`config.mk`:
```
export PLATFORM = sky130hd
export DESIGN_NAME = waveshaper_multi
export DESIGN_NICKNAME = d
export VERILOG_FILES = /design/src/rtl/waveshaper_multi.sv
export SDC_FILE = /design/constraint.sdc
export NUM_CORES = 1
export LEC_CHECK = 0
export ABC_CLOCK_PERIOD_IN_PS = 3400
export CORE_MARGIN = 2
export CORE_UTILIZATION = 51
export CTS_CLUSTER_DIAMETER = 80
export DETAILED_ROUTE_END_ITERATION = 12
export PLACE_DENSITY = 0.85
export SLEW_MARGIN = 20
export SYNTH_ARGS = -nofsm -noshare
export SYNTH_HDL_FRONTEND = slang
export SYNTH_SLANG_ARGS = --single-unit
```
`constraint.sdc`:
```
create_clock -name clk -period 3.4 [get_ports clk]
set_input_delay 0.34 -clock clk [delete_from_list [all_inputs] [get_ports clk]]
set_output_delay 0.34 -clock clk [all_outputs]
set_load 0.02 [all_outputs]
```
`src/rtl/waveshaper_multi.sv`:
```
// Multi-mode oscillator waveshaper: computes the phase fraction count/fd with a
// restoring sequential divider and maps it to one of five sample shapes.
module waveshaper_multi #(
  parameter int CNT_W = 16,
  parameter int OUT_W = 8
) (
  input  logic             clk,
  input  logic             rst,
  input  logic             start,
  input  logic [CNT_W-1:0] fd,
  input  logic [CNT_W-1:0] count,
  input  logic [2:0]       mode,
  input  logic [OUT_W-1:0] duty,
  output logic             busy,
  output logic             done,
  output logic [OUT_W-1:0] signal,
  output logic [1:0]       dbg_state
);

  // Handshake: a request is accepted on a rising edge where start=1 and busy=0;
  // done pulses for one cycle exactly OUT_W+1 edges later, when busy also drops.
  typedef enum logic [1:0] {
    S_IDLE  = 2'd0,
    S_DIV   = 2'd1,
    S_SHAPE = 2'd2
  } state_t;

  localparam int IW = $clog2(OUT_W) + 1;
  localparam logic [IW-1:0]    LAST_ITER = IW'(OUT_W - 1);
  localparam logic [OUT_W-1:0] MAX_VAL   = {OUT_W{1'b1}};

  state_t           r_state;
  state_t           w_next;
  logic [CNT_W-1:0] r_fd;
  logic [CNT_W-1:0] r_count;
  logic [2:0]       r_mode;
  logic [OUT_W-1:0] r_duty;
  logic [CNT_W:0]   r_rem;
  logic [OUT_W-1:0] r_q;
  logic [IW-1:0]    r_i;
  logic             r_done;
  logic [OUT_W-1:0] r_signal;

  logic [CNT_W:0]   w_t;
  logic             w_ge;
  logic [CNT_W:0]   w_rem_nx;
  logic [OUT_W-1:0] w_saw;
  logic [OUT_W-1:0] w_tri_t;
  logic [OUT_W-1:0] w_tri;
  logic [OUT_W-1:0] w_shape;

  always_ff @(posedge clk) begin
    if (rst) r_state <= S_IDLE;
    else     r_state <= w_next;
  end

  always_comb begin
    w_next = r_state;
    case (r_state)
      S_IDLE:  if (start) w_next = S_DIV;
      S_DIV:   if (r_i == LAST_ITER) w_next = S_SHAPE;
      S_SHAPE: w_next = S_IDLE;
      default: w_next = S_IDLE;
    endcase
  end

  // One restoring step; with R < fd the shifted value always fits in CNT_W+1 bits.
  always_comb begin
    w_t      = r_rem << 1;
    w_ge     = (w_t >= {1'b0, r_fd});
    w_rem_nx = w_ge ? (w_t - {1'b0, r_fd}) : w_t;
  end

  always_comb begin
    w_saw = r_q;
    if (r_fd == '0)            w_saw = '0;
    else if (r_count >= r_fd)  w_saw = MAX_VAL;
    w_tri_t = w_saw[OUT_W-1] ? ~w_saw : w_saw;
    w_tri   = {w_tri_t[OUT_W-2:0], 1'b0};
    w_shape = '0;
    case (r_mode)
      3'b001:  w_shape = ((r_fd != '0) && (r_count > (r_fd >> 1))) ? MAX_VAL : '0;
      3'b010:  w_shape = w_saw;
      3'b011:  w_shape = w_tri;
      3'b100:  w_shape = ((r_fd != '0) && (w_saw < r_duty)) ? MAX_VAL : '0;
      default: w_shape = '0;
    endcase
  end

  always_ff @(posedge clk) begin
    if (rst) begin
      r_fd     <= '0;
      r_count  <= '0;
      r_mode   <= '0;
      r_duty   <= '0;
      r_rem    <= '0;
      r_q      <= '0;
      r_i      <= '0;
      r_done   <= 1'b0;
      r_signal <= '0;
    end else begin
      r_done <= 1'b0;
      case (r_state)
        S_IDLE: begin
          if (start) begin
            r_fd    <= fd;
            r_count <= count;
            r_mode  <= mode;
            r_duty  <= duty;
            r_rem   <= {1'b0, count};
            r_q     <= '0;
            r_i     <= '0;
          end
        end
        S_DIV: begin
          r_rem <= w_rem_nx;
          r_q   <= {r_q[OUT_W-2:0], w_ge};
          r_i   <= r_i + IW'(1);
        end
        S_SHAPE: begin
          r_signal <= w_shape;
          r_done   <= 1'b1;
        end
        default: ;
      endcase
    end
  end

  assign busy      = (r_state != S_IDLE);
  assign done      = r_done;
  assign signal    = r_signal;
  assign dbg_state = r_state;

endmodule

```
# Yosys cells after proc, flatten, opt, wreduce, memory -nomap -nowiden
# Cells that the tools add are included.
# word_totals
ff_bits	82
inputBits	46
elab_cells	53
# classes
addsub	2
magnitude_cmp	4
eq_ne	9
muxes	17
bitwise_logic	1
n_reduce_logical	10
# op_table
cell	count
8-bit 2-to-1 mux	5
16-bit 2-to-1 mux	2
16-bit one-hot mux with 2 select lines	1
8-bit one-hot mux with 4 select lines	1
17-bit by 16-bit greater-or-equal comparator with 1-bit output	1
16-bit greater-or-equal comparator	1
16-bit by 15-bit greater-than comparator with 1-bit output	1
16-bit zero test	1
8-bit one-hot mux with 2 select lines	1
16-bit nonzero test	1
16-bit subtractor	1
8-bit less-than comparator	1
4-bit one-hot mux with 2 select lines	1
7-bit 2-to-1 mux	1
7-bit NOT	1
3-bit by 2-bit == test with 1-bit output, second input constant	2
2-bit AND reduction	3
4-bit by 1-bit adder with 4-bit output, second input constant	1
4-bit by 3-bit == test with 1-bit output, second input constant	1
2-bit 2-to-1 mux	2
4-bit 2-to-1 mux	1
2-bit inequality test, second input constant	2
2-bit one-hot mux with 2 select lines	1
2-bit nonzero test	2
7 further kinds	8

# Logic depth before layout (Yosys ltp)
# Gate-level depths: netlist of the first run.
# depth
depth_word	7
ltp_mapped	18
depth_no_buf	17

# Worst setup path before layout of the first run
# Ideal clock, no wire load.
# synth_timing
kind	flip-flop to flip-flop
start	register r_fd[13]
end	register r_signal[6], in the netlist signal[6]
arrival_time_ps	3427
path_slack_ps	-85
stages_incl_launch_ff	19
n_path_buf	1
cell_sequence	dfxtp_1 -> inv_1 -> ha_1 -> and4_1 -> nand2_1 -> or3_1 -> o211ai_2 -> clkbuf_1 -> nor2_1 -> nor2_1 -> ha_1 -> a21oi_1 -> nor2b_1 -> o21ai_0 -> nand4b_1 -> nor4_1 -> nor3_2 -> a31oi_1 -> a21o_1
# synth_between
elab_chain_cells	7
# synth_rtl
element	line	source
from (decl)	34	logic [CNT_W-1:0] r_fd;
from (signal assigned)	92	r_fd <= '0;
from (signal assigned)	106	r_fd <= fd;
16-bit greater-or-equal comparator	77	else if (r_count >= r_fd) w_saw = MAX_VAL;
8-bit 2-to-1 mux	77	
8-bit 2-to-1 mux	76	if (r_fd == '0) w_saw = '0;
8-bit less-than comparator	85	3'b100: w_shape = ((r_fd != '0) && (w_saw < r_duty)) ? MAX_VAL : '0;
1-bit logical AND	85	
8-bit 2-to-1 mux	85	
8-bit one-hot mux with 4 select lines *	81	case (r_mode)
to (signal assigned)	121	r_signal <= w_shape;
to (decl)	42	logic [OUT_W-1:0] r_signal;
# Every way passes the cells marked *; elsewhere a longest branch is shown, timed or not.
# A chain may end at the register's enable or synchronous reset.

# Worst setup path in the final report of the first run
# layout_timing
start	register r_fd[6]
end	register r_signal[6], in the netlist signal[6]
# The elaborated chain is that of the path after synthesis.

==> summary by stage, run 1 <==
STA
The tightest hold path in the finished design has a slack of 0.453 ns. Setup repair after global routing could not meet its margin everywhere. Based on the critical path, the design can be clocked at up to 288 MHz.

For the final database, setup skew stands at 0.0142 ns. The number of max-slew violations in the final report is 0. The final setup violation count is 7. The final count of hold timing violations is 0.

The ratio of final minimum period to clock period is 102%. The shortest period the worst path allows is around 3.5 ns. Headroom to the max-slew limit came out at 34.1%. At the pin with the least slew margin, the transition time is 0.964 ns. The final worst setup slack is -0.0730 ns.

Outcome
The run finished, with violations left. The final reports fail on setup timing.

Power
The power density over the cells is 470 mW/mm^2. The power after layout is between 2 and 3 mW. The leakage power is 2.59 nW. The maximum VDD drop is between 0.0003 and 0.0004 V.

Floorplan
The width of the die is 103 um. The total core area is about 0.0097 mm^2. The number of placement rows is 36. The die outline area is between 0.01 and 0.015 mm^2.

In this run the count of I/O pins placed on the die edge is 58. The vertical extent of the die is 103 um. The initial standard-cell utilization of the core is between 50% and 60%.

Hold path
The worst hold path was traced through 2 stages. The worst hold path class is in -> reg.

Setup path
On the critical path, the stage with the largest delay is an instance of sky130_fd_sc_hd__a221o_1. The arrival time at the worst endpoint is 3.73 ns. The startpoint of the worst register-to-register path is r_fd[6].

The launching element of the worst setup path is r_fd[6]. The nature of the critical path startpoint is a flop. The cell class contributing the biggest share of worst-path delay is compound AO/OA/AOI/OAI gates.

Counting buffers and inverters, the worst setup path is 17 cells deep. The end point of the critical path is signal[6]. The category of the critical setup timing path is reg -> reg. The critical path goes through inv_2, ha_4, and3_4, a221o_1, a31oi_4, o211ai_4, buf_4, nor2_1, nor2_1, ha_1, nor2b_1, o21ai_1, o211ai_1, a21oi_2, nor3_4, a31oi_1, a21o_1. The worst reg-to-reg setup slack is -0.07 ns.

The worst register-to-register path ends at signal[6]. The number of buffers and inverters on the critical path is 2. The cell that appears most often on the critical path is sky130_fd_sc_hd__nor2_1. STA puts the critical path data required time at 3.66 ns. The category of the worst setup path capture point is a flop. On the worst path, the slowest cell contributes a delay of 0.37 ns. In this run the worst path has a maximum fanout of 8.

The logic depth of the worst register-to-register path is 17.

Placement
The global placer's final weighted congestion is 0.957. The total of buffers placed on input and output ports is 57. The placed standard-cell area is 0.00588 mm^2. The worst setup timing slack at the placement stage is -0.144 ns. After legalization and detailed placement, the total HPWL measured 10.1 mm.

Logic synthesis
Of all flip-flops after synthesis, the portion carrying an async set or reset was 0%. In the synthesized netlist the dominant register cell turns out to be sky130_fd_sc_hd__dfxtp_1. The number of synthesized register bits is 82. The count of cell types in the netlist is 61.

The area of the mapped netlist is 0.00502 mm^2. By count the netlist is led by 133 x sky130_fd_sc_hd__nand2_1, 82 x sky130_fd_sc_hd__dfxtp_1, 80 x sky130_fd_sc_hd__a21oi_1. The synthesized design contains 0 enable-type register cells. After synthesis, flip-flops and latches occupy 32.7% of the total area.

The yosys synthesis warning count is 0. The number of nets in the synthesized netlist is 747. The cell count after synthesis came out at 645. The mean instance size in the synthesized netlist is between 7 and 8 um^2. The area fraction of the dominant cell type after synthesis is 32.7%. The synthesized design spends more area on one cell type than any other, namely sky130_fd_sc_hd__dfxtp_1.

The cell with the most instances after synthesis is sky130_fd_sc_hd__nand2_1. Yosys attributes the largest share of cell area to sky130_fd_sc_hd__dfxtp_1 33%, sky130_fd_sc_hd__ha_1 14%, sky130_fd_sc_hd__nand2_1 9.9%, sky130_fd_sc_hd__a21oi_1 8.0%, sky130_fd_sc_hd__nor2_1 3.3%.

Cells and area
The final design instance area without fill is 0.00631 mm^2. The final layout contains 824 nets. At the end of the flow the core is filled with cells to 65.1%. The number of filler instances in the final layout is about 780. Cells with a size suffix above 1 make up about 14% of the layout. The antenna cell count is 0. Summing all multi-input logic gate instances after layout gives about 0.0033 mm^2. The area growth from synthesis to layout is 25.6%. The area taken by flip-flops and latches is 0.00165 mm^2.

Routing
The DRC violation count after routing is 0. The final route contains between 5k and 6k vias. The first detailed-routing pass took 5 iterations. After detailed routing, the number of vias per cell comes to 5.85. The routed design has 14.2 mm of wire. The detailed router's first-iteration violation count is 318. In this run the remaining antenna-violating nets after routing total 0. The detailed-route wire length per cell is 16.5 um.

GRT
The first-pass GRT wire length is around 22 mm. The number of antenna violations at the first check in global routing is 0. The overall track demand over capacity in global routing is 26.8%. Entering global routing, the biggest net connects 71 pins. The number of global-route vias before repair is 4881. For this run the aggregate overflow at the end of global routing stands at 0.

Clock network
The number of buffers created by CTS is 9. The buffer cell driving the clock tree root is sky130_fd_sc_hd__clkbuf_8. The number of sinks on the clock net is just over 80.

The clock insertion delay at the later pin of the skew report is 0.37 ns. The number of buffers added to fix hold violations after cts is 0. After clock tree synthesis, the clock-pin slew on the worst setup and hold paths is 0.08 ns. The clock tree synthesis step divided the H-tree into 3 levels. TritonCTS built the clock tree.

In this run the deepest clock path goes through 2 buffers.

Job
Max-cap violations in this run came to 0.
-- cell usage in the layout (no fill, tap or decap), types with 5 or more instances in the layout --
master / instances
sky130_fd_sc_hd__nor2_1: 42
sky130_fd_sc_hd__nand2_1: 132
sky130_fd_sc_hd__clkbuf_8: 9
sky130_fd_sc_hd__xnor2_1: 9
sky130_fd_sc_hd__a21o_1: 14
sky130_fd_sc_hd__o32a_1: 6
sky130_fd_sc_hd__clkdlybuf4s50_1: 56
sky130_fd_sc_hd__nand4_1: 6
sky130_fd_sc_hd__a31oi_1: 7
sky130_fd_sc_hd__dfxtp_1: 75
sky130_fd_sc_hd__nor4_1: 5
sky130_fd_sc_hd__a311oi_1: 8
sky130_fd_sc_hd__ha_1: 49
sky130_fd_sc_hd__buf_4: 40
sky130_fd_sc_hd__dfxtp_2: 7
sky130_fd_sc_hd__a211oi_1: 13
sky130_fd_sc_hd__nand2b_1: 5
sky130_fd_sc_hd__o21ai_0: 11
sky130_fd_sc_hd__xor2_1: 7
sky130_fd_sc_hd__nor2b_1: 8
sky130_fd_sc_hd__ha_4: 6
sky130_fd_sc_hd__nor3_1: 10
sky130_fd_sc_hd__inv_1: 25
sky130_fd_sc_hd__a21oi_1: 76
sky130_fd_sc_hd__nand3_1: 13
-- worst min path at each step --
stage               slack (ns)      start         to
floorplan                 0.42        rst       done
global placement          0.44  signal[0]  signal[0]
detailed placement        0.44  signal[5]  signal[5]
CTS                       0.44        rst     r_i[3]
global route              0.48  r_duty[7]  r_duty[7]
finish                    0.45        rst     r_q[0]
-- power breakdown --
group,internal (mW),total (mW),leakage (nW),switching [mW]
Combinational,0.538,1.19,1.82,0.654
Clock,0.331,0.694,0.0986,0.362
Sequential,1.02,1.08,0.674,0.0594
-- layout make-up --
| class | count | area share (%) |
|---|---|---|
| clock inverter | 6 | 0.932 |
| clock buffer | 9 | 1.96 |
| tap | 133 | 2.64 |
| timing repair buffer | 99 | 14.2 |
| multi-input combinational | 500 | 52.3 |
| sequential | 82 | 26.2 |
| inverter | 30 | 1.82 |
-- logic make-up after synthesis --
group / share of synthesized area [%]
xor gates and xnor gates: 2.79
muxes: 1.02
buffers and inverters: 4.96
adders and majority gates: 14.1
AOI/OAI and AO/OA: 22.3
and+or+nand+nor: 22.2
DFF: 32.7
-- layer usage --
metal / GRT usage, % / vias to the layer above / wire length [um]
met2: 45.4 / 187 / 6980
met1: 32.4 / 2358 / 5920
met4: 13.3 / 0 / 480
met5: 0 / - / 0
met3: 5.71 / 52 / 773
li1: - / 2431 / -
-- stage by stage --
stage | TNS [ns] | instances
global route | -1.48 | 859
detailed placement | -0.741 | 833
global placement | -0.00537 | 833
CTS | 0 | 850
finish | -0.239 | 859
floorplan | 0 | 645
-- repair_timing --
item,CTS,global route
setup buffers,2,9
resized for setup,16,21
pin swaps,9,15
setup endpoints to repair,8,8
-- sequential cells by signal (all words and copies together) (netlist names) --
name	flops
dbg_state	2
done	1
r_count	16
r_duty	8
r_fd	16
r_i	4
r_mode	3
r_q	8
r_rem	16
signal	8
-- worst register-to-register path, cell delays in order, from the launching register on --
cell,delay [ns]
sky130_fd_sc_hd__dfxtp_1,0.36
sky130_fd_sc_hd__inv_2,0.07
sky130_fd_sc_hd__ha_4,0.24
sky130_fd_sc_hd__and3_4,0.15
sky130_fd_sc_hd__a221o_1,0.37
sky130_fd_sc_hd__a31oi_4,0.19
sky130_fd_sc_hd__o211ai_4,0.15
sky130_fd_sc_hd__buf_4,0.17
sky130_fd_sc_hd__nor2_1,0.13
sky130_fd_sc_hd__nor2_1,0.07
sky130_fd_sc_hd__ha_1,0.30
sky130_fd_sc_hd__nor2b_1,0.12
sky130_fd_sc_hd__o21ai_1,0.08
sky130_fd_sc_hd__o211ai_1,0.15
sky130_fd_sc_hd__a21oi_2,0.12
sky130_fd_sc_hd__nor3_4,0.37
sky130_fd_sc_hd__a31oi_1,0.15
sky130_fd_sc_hd__a21o_1,0.17
No activity file was read; power rests on OpenSTA's default activity.
==> run 2, diff against run 1 <==
--- a/config.mk
+++ b/config.mk
@@ -11,7 +11,7 @@
 export CTS_CLUSTER_DIAMETER = 80
 export DETAILED_ROUTE_END_ITERATION = 12
 export PLACE_DENSITY = 0.85
-export SLEW_MARGIN = 20
+export SLEW_MARGIN = 10
 export SYNTH_ARGS = -nofsm -noshare
 export SYNTH_HDL_FRONTEND = slang
 export SYNTH_SLANG_ARGS = --single-unit
==> results of run 2 <==
Final layout, timing and power as in run 1 (identical DEF).
==> run 3, diff against run 2 <==
--- a/config.mk
+++ b/config.mk
@@ -7,10 +7,11 @@
 export LEC_CHECK = 0
 export ABC_CLOCK_PERIOD_IN_PS = 3400
 export CORE_MARGIN = 2
-export CORE_UTILIZATION = 51
+export CORE_UTILIZATION = 53
+export CTS_BUF_LIST = sky130_fd_sc_hd__clkbuf_8
 export CTS_CLUSTER_DIAMETER = 80
 export DETAILED_ROUTE_END_ITERATION = 12
-export PLACE_DENSITY = 0.85
+export PLACE_DENSITY = 0.87
 export SLEW_MARGIN = 10
 export SYNTH_ARGS = -nofsm -noshare
 export SYNTH_HDL_FRONTEND = slang
==> summary by stage, run 3 (synthesized netlist as in run 1, its figures left out) <==
Power
The register share of total power is 36.6% (+0.2 points). The design internal power is 1.84 mW (-2.5%). The power density over the cells is 473 mW/mm^2 (+0.58%). The net switching power figure is 1.13 mW (+5.2%). The part of the total power dissipated in the clock network came to 22.3% (-1.1 points). The maximum VDD drop is 0.000260 V (-22%).

The power after layout was 2.98 mW (+0.28%). The switching power as a share of total power was 38.0% (+1.8 points). The combinational share of power is 41.1% (+0.9 points). The leakage power is 2.54 nW (-1.8%).

STA
The ratio of final minimum period to clock period was 105% (+2.7 points). The final-layout worst hold slack is 0.458 ns (+0.00472 ns). The shortest period the worst path allows is 3.56 ns (+0.0918 ns). The final worst setup slack is -0.165 ns (-0.0918 ns). The final setup violation count is 8 (+1). The number of max-slew violations in the final report is 0 (unchanged). The achievable frequency came to 281 MHz (-2.6%). The final count of hold timing violations was 0 (unchanged). The final setup skew is 0.0124 ns (-0.00184 ns).

Setup repair after global routing could not meet its margin everywhere. The slew at the pin closest to its max-slew limit is 1.14 ns (+0.173 ns). The headroom to the max-slew limit is 22.3% (-12 points).

Floorplan
The width of the die is 101 um (-1.8%). The total core area is 0.00920 mm^2 (-5.0%). The die outline area is 0.0103 mm^2 (-3.6%).

The number of placement rows was 35 (-2.8%). The vertical extent of the die is 101 um (-1.8%). The number of I/O pins is 58 (unchanged). The initial standard-cell utilization of the core is 54.6% (+2.8 points).

Hold path
In this run the most critical hold path is launched from r_count[0]. For hold timing, the worst endpoint is r_count[0]. The tightest min-delay check is of the reg -> reg type. The worst hold path depth is 2 (unchanged).

Cells and area
The top cell types in the final layout, fill and taps aside, are 131 x sky130_fd_sc_hd__nand2_1, 74 x sky130_fd_sc_hd__a21oi_1, 72 x sky130_fd_sc_hd__dfxtp_1, 56 x sky130_fd_sc_hd__clkdlybuf4s50_1, 47 x sky130_fd_sc_hd__ha_1. The share of the core filled with cells is 68.4% (+3.3 points). The area growth from synthesis to layout is 25.3%. The area of combinational cells with multiple inputs is 0.00334 mm^2 (+1.3%).

The final net count is 818 (-0.73%). In the final layout, the registers with the most flip-flops are r_count x16, r_fd x16, r_rem x16. The commonest non-fill, non-tap cell in the layout is sky130_fd_sc_hd__nand2_1. The area taken by flip-flops and latches is 0.00165 mm^2 (+0.23%). The antenna cell count is 0 (unchanged).

The number of filler instances in the final layout is 716 (-8.6%). The final design instance area without fill is 0.00629 mm^2 (-0.30%). The fraction of final layout cells with drive strength greater than 1 is 15.1% (+1.5 points).

Setup path
The critical path goes through inv_2, ha_4, and4_4, nand2_2, or3_4, o211ai_4, buf_4, buf_6, nor2_2, nor2_1, ha_1, o21ai_1, nand2_1, nor4_4, nor3_4, buf_12, a31oi_1, a21o_1. The worst reg-to-reg setup slack was -0.16 ns (-0.09 ns). The critical path data required time is 3.73 ns (+0.07 ns). The largest fanout on the critical path is 14 (+6).

The end of the worst register-to-register path is signal[6]. The nature of the critical path startpoint is a flop. The logic depth of the worst register-to-register path is 18 (+1). For this design, the slowest cell found on the critical path is sky130_fd_sc_hd__or3_4. The arrival time at the worst endpoint is 3.90 ns (+0.17 ns).

The critical path is of the reg -> reg type. The delay contributed by the slowest stage of the critical path is 0.38 ns (about the same). The startpoint of the worst register-to-register path is r_fd[13]. The category of the worst setup path capture point is a flop.

Placement
The post-detailed-placement half-perimeter wirelength is 10.0 mm (-1.4%). The total of buffers placed on input and output ports is 57 (unchanged). The global placer's final weighted congestion is 0.955 (-0.29%). The placed standard-cell area is 0.00581 mm^2 (-1.1%).

Routing
The routed via count divided by cell count is 6.35 (+8.6%). The iteration count of the initial detailed-routing pass came to 5 (unchanged). The remaining number of nets flagged by the antenna check after routing is 0 (unchanged). The detailed router's first-iteration violation count is 647 (+100%). The detailed-route wire length per cell is 18.5 um (+12%). The final wirelength is 15.4 mm (+8.9%). The DRC violation count after routing was 0 (unchanged). The total number of vias is 5287 (+5.2%).

Clock network
TritonCTS built the clock tree. The buffer cell driving the clock tree root is sky130_fd_sc_hd__clkbuf_8. The clock insertion delay at the later pin of the skew report is 0.38 ns (about the same). The CTS H-tree depth is 3 (unchanged).

The clock transition at the registers of the reported paths was 0.09 ns (about the same). The deepest clock path buffer count is 2 (unchanged). The number of buffers created by CTS is 9 (unchanged). The number of sinks on the clock net is 82 (unchanged).

GRT
The overall track demand over capacity in global routing is 27.8% (+0.93 points). The residual overflow from global routing is 0 (unchanged). The pin count of the biggest net entering global routing was 46 (-35%).

The first-pass GRT wire length is 22.8 mm (+1.9%). The number of global-route vias before repair is 4829 (-1.1%). The number of antenna violations at the first check in global routing came to 0 (unchanged).

Job
The count of maximum capacitance violations came to 0 (unchanged).

Outcome
The flow ran to the end, but the final reports show violations. The checks that failed: setup timing.
run 3: final cells by class:
cell class / count / share of cell area [%]
Multi-Input combinational cell: 500 / 53.1
Sequential cell: 82 / 26.3
Timing Repair Buffer: 93 / 13.7
Tap cell: 111 / 2.21
Clock buffer: 9 / 1.97
Inverter: 30 / 1.83
Clock inverter: 7 / 0.855
run 3: through the flow:
step	setup slack (ns)	TNS (ns)	instances
3_5_place_dp	-0.0560	-0.232	806
2_1_floorplan	0.0123	0	645
5_1_grt	-0.321	-2.16	832
6_report	-0.165	-0.960	832
4_1_cts	0.0121	0	822
3_3_place_gp	0.0358	0	806
run 3: repair_timing:
item | 4_1_cts | 5_1_grt
hold buffers | 0 | 0
resized for setup | 12 | 42
endpoints found under the setup margin | 7 | 9
setup buffers | 0 | 10
pin swaps | 4 | 25
run 3: how the worst max path moves through the flow:
stage | startpoint | to | slack (ns)
floorplan | r_fd[5] | signal[6] | 0.01
global placement | r_fd[5] | signal[6] | 0.04
detailed placement | r_fd[13] | signal[6] | -0.06
CTS | r_fd[13] | signal[6] | 0.01
global route | r_fd[12] | signal[4] | -0.32
finish | r_fd[13] | signal[6] | -0.16
run 3: power groups by stage:
stage	Sequential [mW]	Clock (mW)	Combinational, mW
finish	1.09	0.663	1.22
global route	1.10	0.707	1.33
CTS	1.08	0.669	1.07
detailed placement	1.10	0	1.04
global placement	1.10	0	0.991
floorplan	1.08	0	0.759
run 3: routing by layer:
metal / wire length, um / share of wire [%] / GRT usage [%]
met1: 6240 / 40 / 36.1
met2: 7210 / 47 / 45.8
met3: 1300 / 8.4 / 4.69
met4: 672 / 4.4 / 11.3
met5: 0 / 0 / 0
run 3: critical path: cells and delay by family (launching register included):
kind | cells | cell delay (ns)
AND/OR/NAND/NOR | 8 | 1.36
flip-flops | 1 | 0.36
adder cells (fa/ha/maj) | 2 | 0.54
buffers and inverters | 4 | 0.60
AO/OA/AOI/OAI | 4 | 0.64
